==> config.mk <==
export PLATFORM = sky130hd
export DESIGN_NAME = synth_slot_sequencer
export DESIGN_NICKNAME = d
export VERILOG_FILES = /design/src/rtl/synth_slot_sequencer.sv
export SDC_FILE = /design/constraint.sdc
export NUM_CORES = 1
export LEC_CHECK = 0
export ABC_CLOCK_PERIOD_IN_PS = 6500
export CAP_MARGIN = 20
export CORE_MARGIN = 4
export CORE_UTILIZATION = 45
export CTS_CLUSTER_SIZE = 12
export DETAILED_ROUTE_END_ITERATION = 12
export PLACE_DENSITY = 0.74
export RECOVER_POWER = 100
export SETUP_SLACK_MARGIN = 0.02
export SYNTH_ARGS = -nofsm -noshare
export SYNTH_HDL_FRONTEND = slang
export SYNTH_SLANG_ARGS = --single-unit
==> constraint.sdc <==
create_clock -name AUDIO_CLK -period 6.5 [get_ports AUDIO_CLK]
set_clock_uncertainty 0.15 [all_clocks]
set_input_delay 1.3 -clock AUDIO_CLK [delete_from_list [all_inputs] [get_ports AUDIO_CLK]]
set_output_delay 1.3 -clock AUDIO_CLK [all_outputs]
set_load 0.02 [all_outputs]
==> src/rtl/synth_slot_sequencer.sv <==
// Frame sequencer for a voice/oscillator/envelope synth engine: steps once through
// every {voice, osc, env} slot per frame and emits slot strobes plus a delayed copy.
module synth_slot_sequencer #(
    parameter int VOICES     = 32,
    parameter int V_OSC      = 8,
    parameter int O_ENVS     = 2,
    parameter int SLOT_CYC   = 2,
    parameter int PIPE_DEPTH = 4,
    parameter int V_WIDTH    = (VOICES > 1) ? $clog2(VOICES) : 1,
    parameter int O_WIDTH    = (V_OSC > 1) ? $clog2(V_OSC) : 1,
    parameter int OE_WIDTH   = (O_ENVS > 1) ? $clog2(O_ENVS) : 1,
    parameter int E_WIDTH    = O_WIDTH + OE_WIDTH,
    parameter int X_WIDTH    = V_WIDTH + E_WIDTH
) (
    input  logic               AUDIO_CLK,
    input  logic               reset_reg,
    input  logic               trig,
    input  logic               enable,
    input  logic               ovr_clr,
    output logic [X_WIDTH-1:0] xxxx,
    output logic               sCLK_XVXENVS,
    output logic               sCLK_XVXOSC,
    output logic               xxxx_zero,
    output logic               run,
    output logic               frame_done,
    output logic [X_WIDTH-1:0] xxxx_dly,
    output logic               envs_dly,
    output logic               overrun,
    output logic [7:0]         missed_trig
);

    localparam int S_WIDTH = (SLOT_CYC > 1) ? $clog2(SLOT_CYC) : 1;
    localparam logic [S_WIDTH-1:0]  SLOT_LAST  = S_WIDTH'(SLOT_CYC - 1);
    localparam logic [OE_WIDTH-1:0] ENV_LAST   = OE_WIDTH'(O_ENVS - 1);
    localparam logic [O_WIDTH-1:0]  OSC_LAST   = O_WIDTH'(V_OSC - 1);
    localparam logic [V_WIDTH-1:0]  VOICE_LAST = V_WIDTH'(VOICES - 1);

    typedef enum logic [1:0] {
        IDLE  = 2'd0,
        SWEEP = 2'd1,
        DONE  = 2'd2
    } state_t;

    state_t              state_reg, state_next;
    logic [S_WIDTH-1:0]  slot_reg, slot_next;
    logic [OE_WIDTH-1:0] env_reg, env_next;
    logic [O_WIDTH-1:0]  osc_reg, osc_next;
    logic [V_WIDTH-1:0]  voice_reg, voice_next;
    logic                pending_reg, pending_next;
    logic                overrun_reg, overrun_next;
    logic [7:0]          missed_reg, missed_next;
    logic                run_reg, run_next;
    logic                done_reg, done_next;
    logic                envs_reg, envs_next;
    logic                osc_strb_reg, osc_strb_next;
    logic                zero_reg, zero_next;
    logic                advance;
    logic                ov_event;

    logic [X_WIDTH-1:0]  xpipe_reg [PIPE_DEPTH];
    logic                epipe_reg [PIPE_DEPTH];

    always_ff @(posedge AUDIO_CLK) begin
        if (reset_reg) begin
            state_reg    <= IDLE;
            slot_reg     <= '0;
            env_reg      <= '0;
            osc_reg      <= '0;
            voice_reg    <= '0;
            pending_reg  <= 1'b0;
            overrun_reg  <= 1'b0;
            missed_reg   <= 8'd0;
            run_reg      <= 1'b0;
            done_reg     <= 1'b0;
            envs_reg     <= 1'b0;
            osc_strb_reg <= 1'b0;
            zero_reg     <= 1'b0;
        end else begin
            state_reg    <= state_next;
            slot_reg     <= slot_next;
            env_reg      <= env_next;
            osc_reg      <= osc_next;
            voice_reg    <= voice_next;
            pending_reg  <= pending_next;
            overrun_reg  <= overrun_next;
            missed_reg   <= missed_next;
            run_reg      <= run_next;
            done_reg     <= done_next;
            envs_reg     <= envs_next;
            osc_strb_reg <= osc_strb_next;
            zero_reg     <= zero_next;
        end
    end

    always_comb begin
        state_next   = state_reg;
        slot_next    = slot_reg;
        env_next     = env_reg;
        osc_next     = osc_reg;
        voice_next   = voice_reg;
        pending_next = pending_reg;
        overrun_next = overrun_reg;
        missed_next  = missed_reg;
        advance      = 1'b0;
        ov_event     = (state_reg != IDLE) && trig && pending_reg;

        unique case (state_reg)
            IDLE: begin
                if (trig || pending_reg) begin
                    state_next   = SWEEP;
                    slot_next    = '0;
                    env_next     = '0;
                    osc_next     = '0;
                    voice_next   = '0;
                    pending_next = 1'b0;
                    advance      = 1'b1;
                end
            end
            SWEEP: begin
                if (trig && !pending_reg) begin
                    pending_next = 1'b1;
                end
                if (enable) begin
                    advance = 1'b1;
                    // Nested carry chain: slot cycle -> env -> osc -> voice -> frame end.
                    if (slot_reg == SLOT_LAST) begin
                        slot_next = '0;
                        if (env_reg == ENV_LAST) begin
                            env_next = '0;
                            if (osc_reg == OSC_LAST) begin
                                osc_next = '0;
                                if (voice_reg == VOICE_LAST) begin
                                    voice_next = '0;
                                    state_next = DONE;
                                end else begin
                                    voice_next = voice_reg + 1'b1;
                                end
                            end else begin
                                osc_next = osc_reg + 1'b1;
                            end
                        end else begin
                            env_next = env_reg + 1'b1;
                        end
                    end else begin
                        slot_next = slot_reg + 1'b1;
                    end
                end
            end
            DONE: begin
                if (trig && !pending_reg) begin
                    pending_next = 1'b1;
                end
                state_next = IDLE;
            end
            default: begin
                state_next = IDLE;
            end
        endcase

        // A coincident overrun outranks a clear so the event is never lost.
        if (ov_event) begin
            overrun_next = 1'b1;
            if (ovr_clr) begin
                missed_next = 8'd1;
            end else if (missed_reg != 8'hFF) begin
                missed_next = missed_reg + 8'd1;
            end
        end else if (ovr_clr) begin
            overrun_next = 1'b0;
            missed_next  = 8'd0;
        end

        run_next      = (state_next == SWEEP);
        done_next     = (state_next == DONE);
        envs_next     = run_next && advance && (slot_next == '0);
        osc_strb_next = envs_next && (env_next == '0);
        zero_next     = run_next && ({voice_next, osc_next, env_next} == X_WIDTH'(0));
    end

    // Delay taps shift every clock, independent of the sweep enable.
    always_ff @(posedge AUDIO_CLK) begin
        if (reset_reg) begin
            for (int i = 0; i < PIPE_DEPTH; i++) begin
                xpipe_reg[i] <= '0;
                epipe_reg[i] <= 1'b0;
            end
        end else begin
            xpipe_reg[0] <= xxxx;
            epipe_reg[0] <= envs_reg;
            for (int i = 1; i < PIPE_DEPTH; i++) begin
                xpipe_reg[i] <= xpipe_reg[i-1];
                epipe_reg[i] <= epipe_reg[i-1];
            end
        end
    end

    assign xxxx[X_WIDTH-1:E_WIDTH] = voice_reg;
    assign xxxx[E_WIDTH-1:0]       = {osc_reg, env_reg};
    assign sCLK_XVXENVS            = envs_reg;
    assign sCLK_XVXOSC             = osc_strb_reg;
    assign xxxx_zero               = zero_reg;
    assign run                     = run_reg;
    assign frame_done              = done_reg;
    assign overrun                 = overrun_reg;
    assign missed_trig             = missed_reg;
    assign xxxx_dly                = xpipe_reg[PIPE_DEPTH-1];
    assign envs_dly                = epipe_reg[PIPE_DEPTH-1];

endmodule
### Yosys cells after proc, flatten, opt, wreduce, memory -nomap -nowiden

Memory sizes are Yosys's and may differ from the RTL's.
Cells that the tools add are included.

* add/sub/neg operators: 5
* eq/ne operators: 9
* mux-type cells: 52
* bitwise gates (word level): 10
* reduce and logical (&&, ||, !) cells: 18

Operators by type and width (count)
* two-way mux 9 bit: 4
* two-way mux 8 bit: 4
* two-way mux 5 bit: 6
* two-way mux 1 bit: 20
* two-way mux 3 bit: 5
* two-way mux 2 bit: 6
* one-hot mux 5 bit (2 select lines): 1
* logical NOT 9 bit: 1
* adder 8 x 1 -> 8 bit, second input constant: 1
* inequality test 8 bit, second input constant: 1
* bitwise OR 1 bit: 8
* one-hot mux 1 bit (2 select lines): 4
* nonzero test 2 bit: 4
* logical AND 1 bit: 7
* one-hot mux 3 bit (2 select lines): 1
* adder 5 x 1 -> 5 bit, second input constant: 1
* equality test 5 bit, second input constant: 1
* equality test 2 x 1 -> 1 bit, second input constant: 2
* equality test 2 bit, second input constant: 2
* one-hot mux 2 bit (2 select lines): 1
* adder 3 x 1 -> 3 bit, second input constant: 1
* equality test 3 bit, second input constant: 1
* AND reduction 3 bit: 1
* adder 1 bit, second input constant: 2
* 8 further kinds: 9

* flip-flop bits (word level): 27
* memory bits (writable): 40
* input port bits: 5
* output and inout port bits: 33
* memories: 2

Memories
* xpipe_reg: depth 4, bits a word 9, read ports 4, clocked after memory_dff 0, write ports 4, RTL line 60 `logic [X_WIDTH-1:0] xpipe_reg [PIPE_DEPTH];`
* epipe_reg: depth 4, bits a word 1, read ports 4, clocked after memory_dff 0, write ports 4, RTL line 61 `logic epipe_reg [PIPE_DEPTH];`

### Depth between registers and ports, before layout

Gate-level depths: netlist of the first run.

* depth after elaboration: 11
* gate-level depth with buffers: 8
* gate-level depth less buffers: 8

### Least setup slack after synthesis of the first run

Ideal clock, no wire load.

* path kind: input -> register
* start point: input port enable
* end point: register zero_reg (netlist: xxxx_zero)
* data arrival time: 2.486 ns
* slack: 3.776 ns
* cell stages on the path: 7
* buffers on the path: 2
* path through: buf_6 > and4_4 > buf_6 > a221oi_4 > nand3_2 > o21bai_1 > nor4_2

* cells in the longest elaborated chain, start to end: 4
* elaborated cells on any way between the ends: 11
* those cells by class: 1 x eq/ne; 8 x mux; 2 x reduce/logical

Ends and longest elaborated chain
* start: declaration: RTL line 18 `input logic enable,`
* two-way mux 1 bit, or another cell as far along: RTL line 123 `if (enable) begin`
* one-hot mux 1 bit (2 select lines), or another cell as far along: RTL line 107 `unique case (state_reg)`
* logical NOT 9 bit or equality test 2 x 1 -> 1 bit (tied branches): RTL line 177, 173
* logical AND 1 bit (*): RTL line 177 `zero_next = run_next && ({voice_next, osc_next, env_next} == X_WIDTH'(0));`
* end signal: assignment: RTL line 91 `zero_reg <= zero_next;`
* end: declaration: RTL line 56 `logic zero_reg, zero_next;`

Mark *: on every way between the ends. The rest lies on a longest branch, timed or not.
A chain may end at the register's enable or synchronous reset.

==> results of run 1 <==
## final timing paths
path	slack, ps	endpoint	startpoint	cells after the start
worst max register to register	3880	xxxx_zero	state_reg[1]	7
worst min-delay path	280	xpipe_reg[3][8]	xpipe_reg[2][8]	1
worst min register to register	280	xpipe_reg[3][8]	xpipe_reg[2][8]	1
worst max-delay path	3050	xxxx_zero	reset_reg	5
## cell type report
class	count	area, sq um	area share, %
sequential	67	1340	43.2
multi-input combinational	166	1100	35.4
timing repair buffer	37	364	11.7
clock buffer	11	131	4.23
tap	72	90.1	2.90
clock inverter	5	53.8	1.73
inverter	7	26.3	0.846
## Yosys cell counts, drive strengths merged, types with 2 or more instances
| library cell | instances |
|---|---|
| inv | 7 |
| nor4 | 3 |
| nand4 | 2 |
| nor3 | 4 |
| a22oi | 6 |
| and3b | 2 |
| ha | 8 |
| mux2i | 3 |
| nor2b | 45 |
| xnor2 | 3 |
| dfxtp | 67 |
| a21o | 2 |
| nor2 | 17 |
| a21oi | 12 |
| xor2 | 3 |
| o21ai | 6 |
| a211oi | 2 |
| and4 | 3 |
| o21bai | 2 |
| nand2b | 3 |
| nand3b | 2 |
| clkbuf | 9 |
| nor3b | 2 |
| and3 | 3 |
| nand3 | 6 |
| nand2 | 12 |
| buf | 6 |
## per-layer routing
| metal | GRT usage (%) | up-vias |
|---|---|---|
| met5 | 0 | - |
| met4 | 8.19 | 0 |
| met3 | 3.16 | 9 |
| met2 | 20.2 | 48 |
| met1 | 15.5 | 829 |
| li1 | - | 934 |
## power by group through the flow
stage                     Combinational (mW)  Clock [mW]  Sequential, mW
after CTS                             0.0446       0.334           0.418
after detailed placement              0.0444           0           0.427
final                                 0.0416       0.323           0.418
after floorplan                       0.0317           0           0.429
after global routing                  0.0460       0.348           0.418
after global placement                0.0435           0           0.427
## cell families after synthesis
logic type                 Yosys count  synth area share [%]
and+or+nand+nor                    110                  25.4
DFF                                 67                  52.2
AOI/OAI and AO/OA                   38                  10.5
buffers and inverters               22                  4.34
adders and majority gates            8                  3.90
xor gates and xnor gates             6                  2.05
muxes                                4                  1.61
## critical path, cell delays in order
cell      delay (ps)
clkbuf_1        1520
a221oi_1         210
nand3_2          240
o21bai_1         170
nor4_2            80
## stage by stage
step	setup slack (ps)	hold WS, ps	cells
after CTS	3450	286	365
after detailed placement	3100	270	349
after global routing	2700	304	365
after global placement	3170	267	349
after floorplan	3780	264	255
final	3050	279	365
==> metrics.md, run 1 <==
| Metric | Value |
|---|---|
| Outcome | `finished with violations` |
| Failing checks | `max-capacitance violations, max-slew violations` |
| Longest Clk Path Bufs | `2` |
| Share of the synthesized area in the top cell type | `between 50% and 60%` |
| Switching Fraction | `a little under a quarter` |
| Critical path class | `input pin to flop` |
| Final WL | `approximately 4200 um` |
| Psw | `~180 uW` |
| RSZ-0062 raised after global routing | `no` |
| DRC Markers | `0` |
| Worst min path class | `flop to flop` |
| Diodes inserted | `0` |
| Most frequent cells in the layout | `dfxtp_1, nor2b_1, dlygate4sd3_1` |
| FILL cells | `486` |
| Worst Path Max Fanout | `56` |
| Dpl hpwl | `approximately 2800 um` |
| PortBufs | `37` |
| Area post-placement | `around 2900 sq um` |
| CTS H-tree depth | `3` |
| Wire length on met2 | `roughly 1900 um` |
| Final setup viols | `0` |
| Final period utilization | `a little over half` |
| Fmax | `between 200 and 300 MHz` |
| Syn Area/Cell | `a little over 10 sq um` |
| Setup bufs post-CTS | `0` |
| Rel. slew slack | `-45.3%` |
| Post-synth top area cell | `dfxtp_1` |
| Leak Pwr | `about 1.3 nW` |
| Largest net degree at the start of global routing | `57` |
| Die height | `~84 um` |
| Clock transition at the registers of the reported paths | `70 ps` |
| Core area | `about 5500 sq um` |
| CTS root buf | `clkbuf_8` |
| Fin. max-slew vios | `57` |
| Largest register FFs | `36` |
| Vias after detailed routing | `approximately 1800` |
| Post-CTS sizing | `0` |
| Vias per Instance | `roughly 5` |
| CTS tree | `built` |
| IO Pins | `38` |
| Cell area after synthesis | `around 2600 sq um` |
| Data required, critical path | `~6600 ps` |
| Ranking of synthesized cells by area | `dfxtp_1, nor2b_1, ha_1` |
| Startpoint Class | `input pin` |
| Antenna-violating nets left | `0` |
| WL met3 | `between 200 and 250 um` |
| Routability Congestion | `0.814` |
| Top FF cell, synth | `dfxtp_1` |
| Mapped Nets | `~270` |
| Commonest non-fill, non-tap cell in the layout | `dfxtp_1` |
| Number of buffers created by CTS | `9` |
| Clk Latency, worst-skew pair | `roughly 330 ps` |
| VDD IR max | `roughly 0.13 mV` |
| Gate Count Post-Synth | `255` |
| Register share of total power | `between 50 and 60%` |
| # rows | `27` |
| Layout cell share with drive strength beyond 1 | `between 7 and 8%` |
| Number of global-route vias before repair | `between 1500 and 2000` |
| MaxCap Viol Count | `1` |
| Initial Utilization | `46.6%` |
| TNS Setup | `0 ps` |
| Global-route wire length before repair | `roughly 7300 um` |
| Tot GR Track Use | `about an eighth` |
| Number of flops mapped to enable cells by yosys | `0` |
| Starting DRT DRC Count | `74` |
| Nets | `301` |
| Combinational Power Share | `5.3%` |
| DRT met1 WL | `approximately 2000 um` |
| Antenna violations before repair | `0` |
| CTS Hold Bufs | `0` |
| Slew at the pin closest to its max-slew limit | `2180 ps` |
| Cell-internal power | `a little over 600 uW` |
| Crit end category | `flop` |
| DR WL/cell | `approximately 11 um` |
| PwrDens | `roughly 250 nW/um^2` |
| Minimum clock period | `3450 ps` |
| Die area | `~7000 sq um` |
| Chip width | `between 80 and 90 um` |
| Fin util | `between 50 and 60%` |
| Sequential area share after synthesis | `a little over half` |
| Gr ovfl total | `0` |
| Netlist cell types | `51` |
| Asr flop ratio synth | `0%` |
| Total power | `about 780 uW` |
| Arr. time, crit path | `about 3500 ps` |
| Final hold violations | `0` |
| Clk pwr share | `between 40% and 50%` |
| First-pass detailed-route iteration total | `4` |
| Design Area, Final | `between 3000 and 4000 sq um` |
| Top layer in use | `met4` |
| Warnings from Yosys | `0` |
| Area Growth Syn to Fin | `20.9%` |
| Clock sinks | `67` |
| Seq cells post-synth | `67` |
Power figures use the tool's default switching activity.
==> inputs of run 2 (changes only) <==
--- a/config.mk
+++ b/config.mk
@@ -5,7 +5,7 @@
 export SDC_FILE = /design/constraint.sdc
 export NUM_CORES = 1
 export LEC_CHECK = 0
-export ABC_CLOCK_PERIOD_IN_PS = 6500
+export ABC_CLOCK_PERIOD_IN_PS = 3560
 export CAP_MARGIN = 20
 export CORE_MARGIN = 4
 export CORE_UTILIZATION = 45
==> constraint.sdc (replaced) <==
create_clock -name AUDIO_CLK -period 3.56 [get_ports AUDIO_CLK]
set_clock_uncertainty 0.15 [all_clocks]
set_input_delay 0.712 -clock AUDIO_CLK [delete_from_list [all_inputs] [get_ports AUDIO_CLK]]
set_output_delay 0.712 -clock AUDIO_CLK [all_outputs]
set_load 0.02 [all_outputs]
==> run 2 against run 1 <==
Net effect:
- the run still ends with max-capacitance violations, max-slew violations left
- total power is 83% higher
- first-iteration DRC count is 43% higher
- final cell count is the same
- die area stayed put
- via count shrank 1.9%
- core utilization up 0.23 points
- clock power increased by 82%
- count of clock-buffer cells in the layout stayed put
- worst hold slack better by 5.7 ps
- critical path depth shrank 2
- sequential power is 83% higher
- flip-flop and latch count stayed put
- largest cell class unchanged
- highest routed layer unchanged
==> metrics.md, run 2 (synthesis gave the netlist of run 1 again) <==
| Metric | Value |
|---|---|
| Outcome | `finished with violations` |
| Failing checks | `max-capacitance violations, max-slew violations` |
| Post-Place Setup Slack | `756 ps (-2340 ps)` |
| Diodes inserted | `0 (unchanged)` |
| Data required, critical path | `3610 ps (-2960 ps)` |
| Global-route wire length before repair | `7440 um (+2.0%)` |
| Clk pwr share | `41.1% (-0.2 points)` |
| Critical path class | `input pin to flop` |
| Setup bufs post-CTS | `0 (unchanged)` |
| Cell-internal power | `1.11 mW (+83%)` |
| PwrDens | `458 nW/um^2 (+82%)` |
| Critical path, cell by cell | `clkbuf_1, or2_0, nor2_1` |
| Final hold violations | `0 (unchanged)` |
| Longest Clk Path Bufs | `2 (unchanged)` |
| Initial Utilization | `46.6% (unchanged)` |
| Tot GR Track Use | `13.1% (+0.35 points)` |
| Antenna violations before repair | `0 (unchanged)` |
| Slowest stage delay, CP | `1620 ps (+100 ps)` |
| Vias after detailed routing | `1785 (-1.9%)` |
| Layout cell share with drive strength beyond 1 | `7.17% (unchanged)` |
| DR WL/cell | `11.5 um (+0.84%)` |
| Leak Pwr | `1.31 nW (about the same)` |
| Area Growth Syn to Fin | `21.4%` |
| Combinational Power Share | `5.5% (+0.2 points)` |
| Final period utilization | `around 80%` |
| Largest net degree at the start of global routing | `57 (unchanged)` |
| Minimum clock period | `2840 ps` |
| Post-CTS sizing | `0 (unchanged)` |
| TNS Setup | `0 ps (unchanged)` |
| Psw | `322 uW (+82%)` |
| Total power | `1.43 mW (+83%)` |
| Antenna-violating nets left | `0 (unchanged)` |
| Number of buffers created by CTS | `9 (unchanged)` |
| Core area | `5510 sq um (unchanged)` |
| Die height | `83.6 um (unchanged)` |
| Area post-placement | `2940 sq um (unchanged)` |
| Most frequent cells in the layout | `dfxtp_1, nor2b_1, dlygate4sd3_1` |
| PortBufs | `37 (unchanged)` |
| Largest register FFs | `36 (unchanged)` |
| IO Pins | `38 (unchanged)` |
| Commonest non-fill, non-tap cell in the layout | `dfxtp_1` |
| Worst min path class | `flop to flop` |
| MaxCap Viol Count | `1 (unchanged)` |
| Routability Congestion | `0.814 (about the same)` |
| VDD IR max | `0.184 mV (+43%)` |
| Final WL | `4210 um (+0.84%)` |
| Nets | `301 (unchanged)` |
| Number of global-route vias before repair | `1709 (+1.9%)` |
| CTS H-tree depth | `3 (unchanged)` |
| Vias per Instance | `4.89 (-1.9%)` |
| Switching Fraction | `22.5% (-0.091 points)` |
| Chip width | `83.6 um (unchanged)` |
| Slew at the pin closest to its max-slew limit | `2310 ps (+135 ps)` |
| Register share of total power | `53.4% (about the same)` |
| # rows | `27 (unchanged)` |
| Clock transition at the registers of the reported paths | `70 ps (about the same)` |
| Final setup viols | `0 (unchanged)` |
| Startpoint Class | `input pin` |
| Buf/Inv on CP | `1 (unchanged)` |
| CP top delay family | `buffers and inverters` |
| Min setup slack post-route | `718 ps (-2330 ps)` |
| Dpl hpwl | `2830 um (+1.8%)` |
| Gr ovfl total | `0 (unchanged)` |
| Crit-path slowest cell | `clkbuf_1` |
| Dpl cells | `349 (unchanged)` |
| Design Area, Final | `3120 sq um (+0.40%)` |
| Crit end category | `flop` |
| DRC Markers | `0 (unchanged)` |
| Fmax | `roughly 350 MHz` |
| Fin. max-slew vios | `57 (unchanged)` |
| Clk Latency, worst-skew pair | `330 ps (about the same)` |
| CTS root buf | `clkbuf_8` |
| CTS Hold Bufs | `0 (unchanged)` |
| Arr. time, crit path | `2900 ps (-620 ps)` |
| Hold slack | `285 ps (+5.70 ps)` |
| Rel. slew slack | `-54.3% (-9.0 points)` |
| RSZ-0062 raised after global routing | `no` |
| Non-filler cells, final | `365 (unchanged)` |
| Starting DRT DRC Count | `106 (+43%)` |
| First-pass detailed-route iteration total | `4 (unchanged)` |
| Fin util | `56.6% (+0.23 points)` |
| Die area | `6980 sq um (unchanged)` |
| CTS tree | `built` |
| Worst Path Max Fanout | `56 (unchanged)` |
| Clock sinks | `67 (unchanged)` |
run 2: cell type report:
cell class                      count  area, sq um
Sequential cell                    67         1340
Tap cell                           72         90.1
Timing Repair Buffer               37          364
Fill cell                         495         2390
Clock buffer                       11          131
Multi-Input combinational cell    166         1110
Clock inverter                      5         53.8
Inverter                            7         26.3
run 2: path summary, 6_finish.rpt:
kind	cells after the start	slack [ps]	start	to
max	3	720	reset_reg	missed_trig[5]
min	1	290	xpipe_reg[1][6]	xpipe_reg[2][6]
max reg2reg	6	910	state_reg[0]	xxxx_zero
min reg2reg	1	290	xpipe_reg[1][6]	xpipe_reg[2][6]
run 2: routing by layer:
| metal | vias up | track usage (%) | part of all wire (%) |
|---|---|---|---|
| li1 | 931 | - | - |
| met4 | 0 | 8.19 | 2.6 |
| met2 | 36 | 20.6 | 45 |
| met1 | 807 | 16.2 | 48 |
| met3 | 11 | 3.26 | 4.5 |
| met5 | - | 0 | 0 |
run 2: power groups by stage:
stage	clock network, mW	logic [mW]	registers (mW)
after floorplan	0	0.0579	0.783
after global placement	0	0.0794	0.780
after detailed placement	0	0.0805	0.780
after CTS	0.607	0.0812	0.763
after global routing	0.638	0.0875	0.763
final	0.587	0.0785	0.763
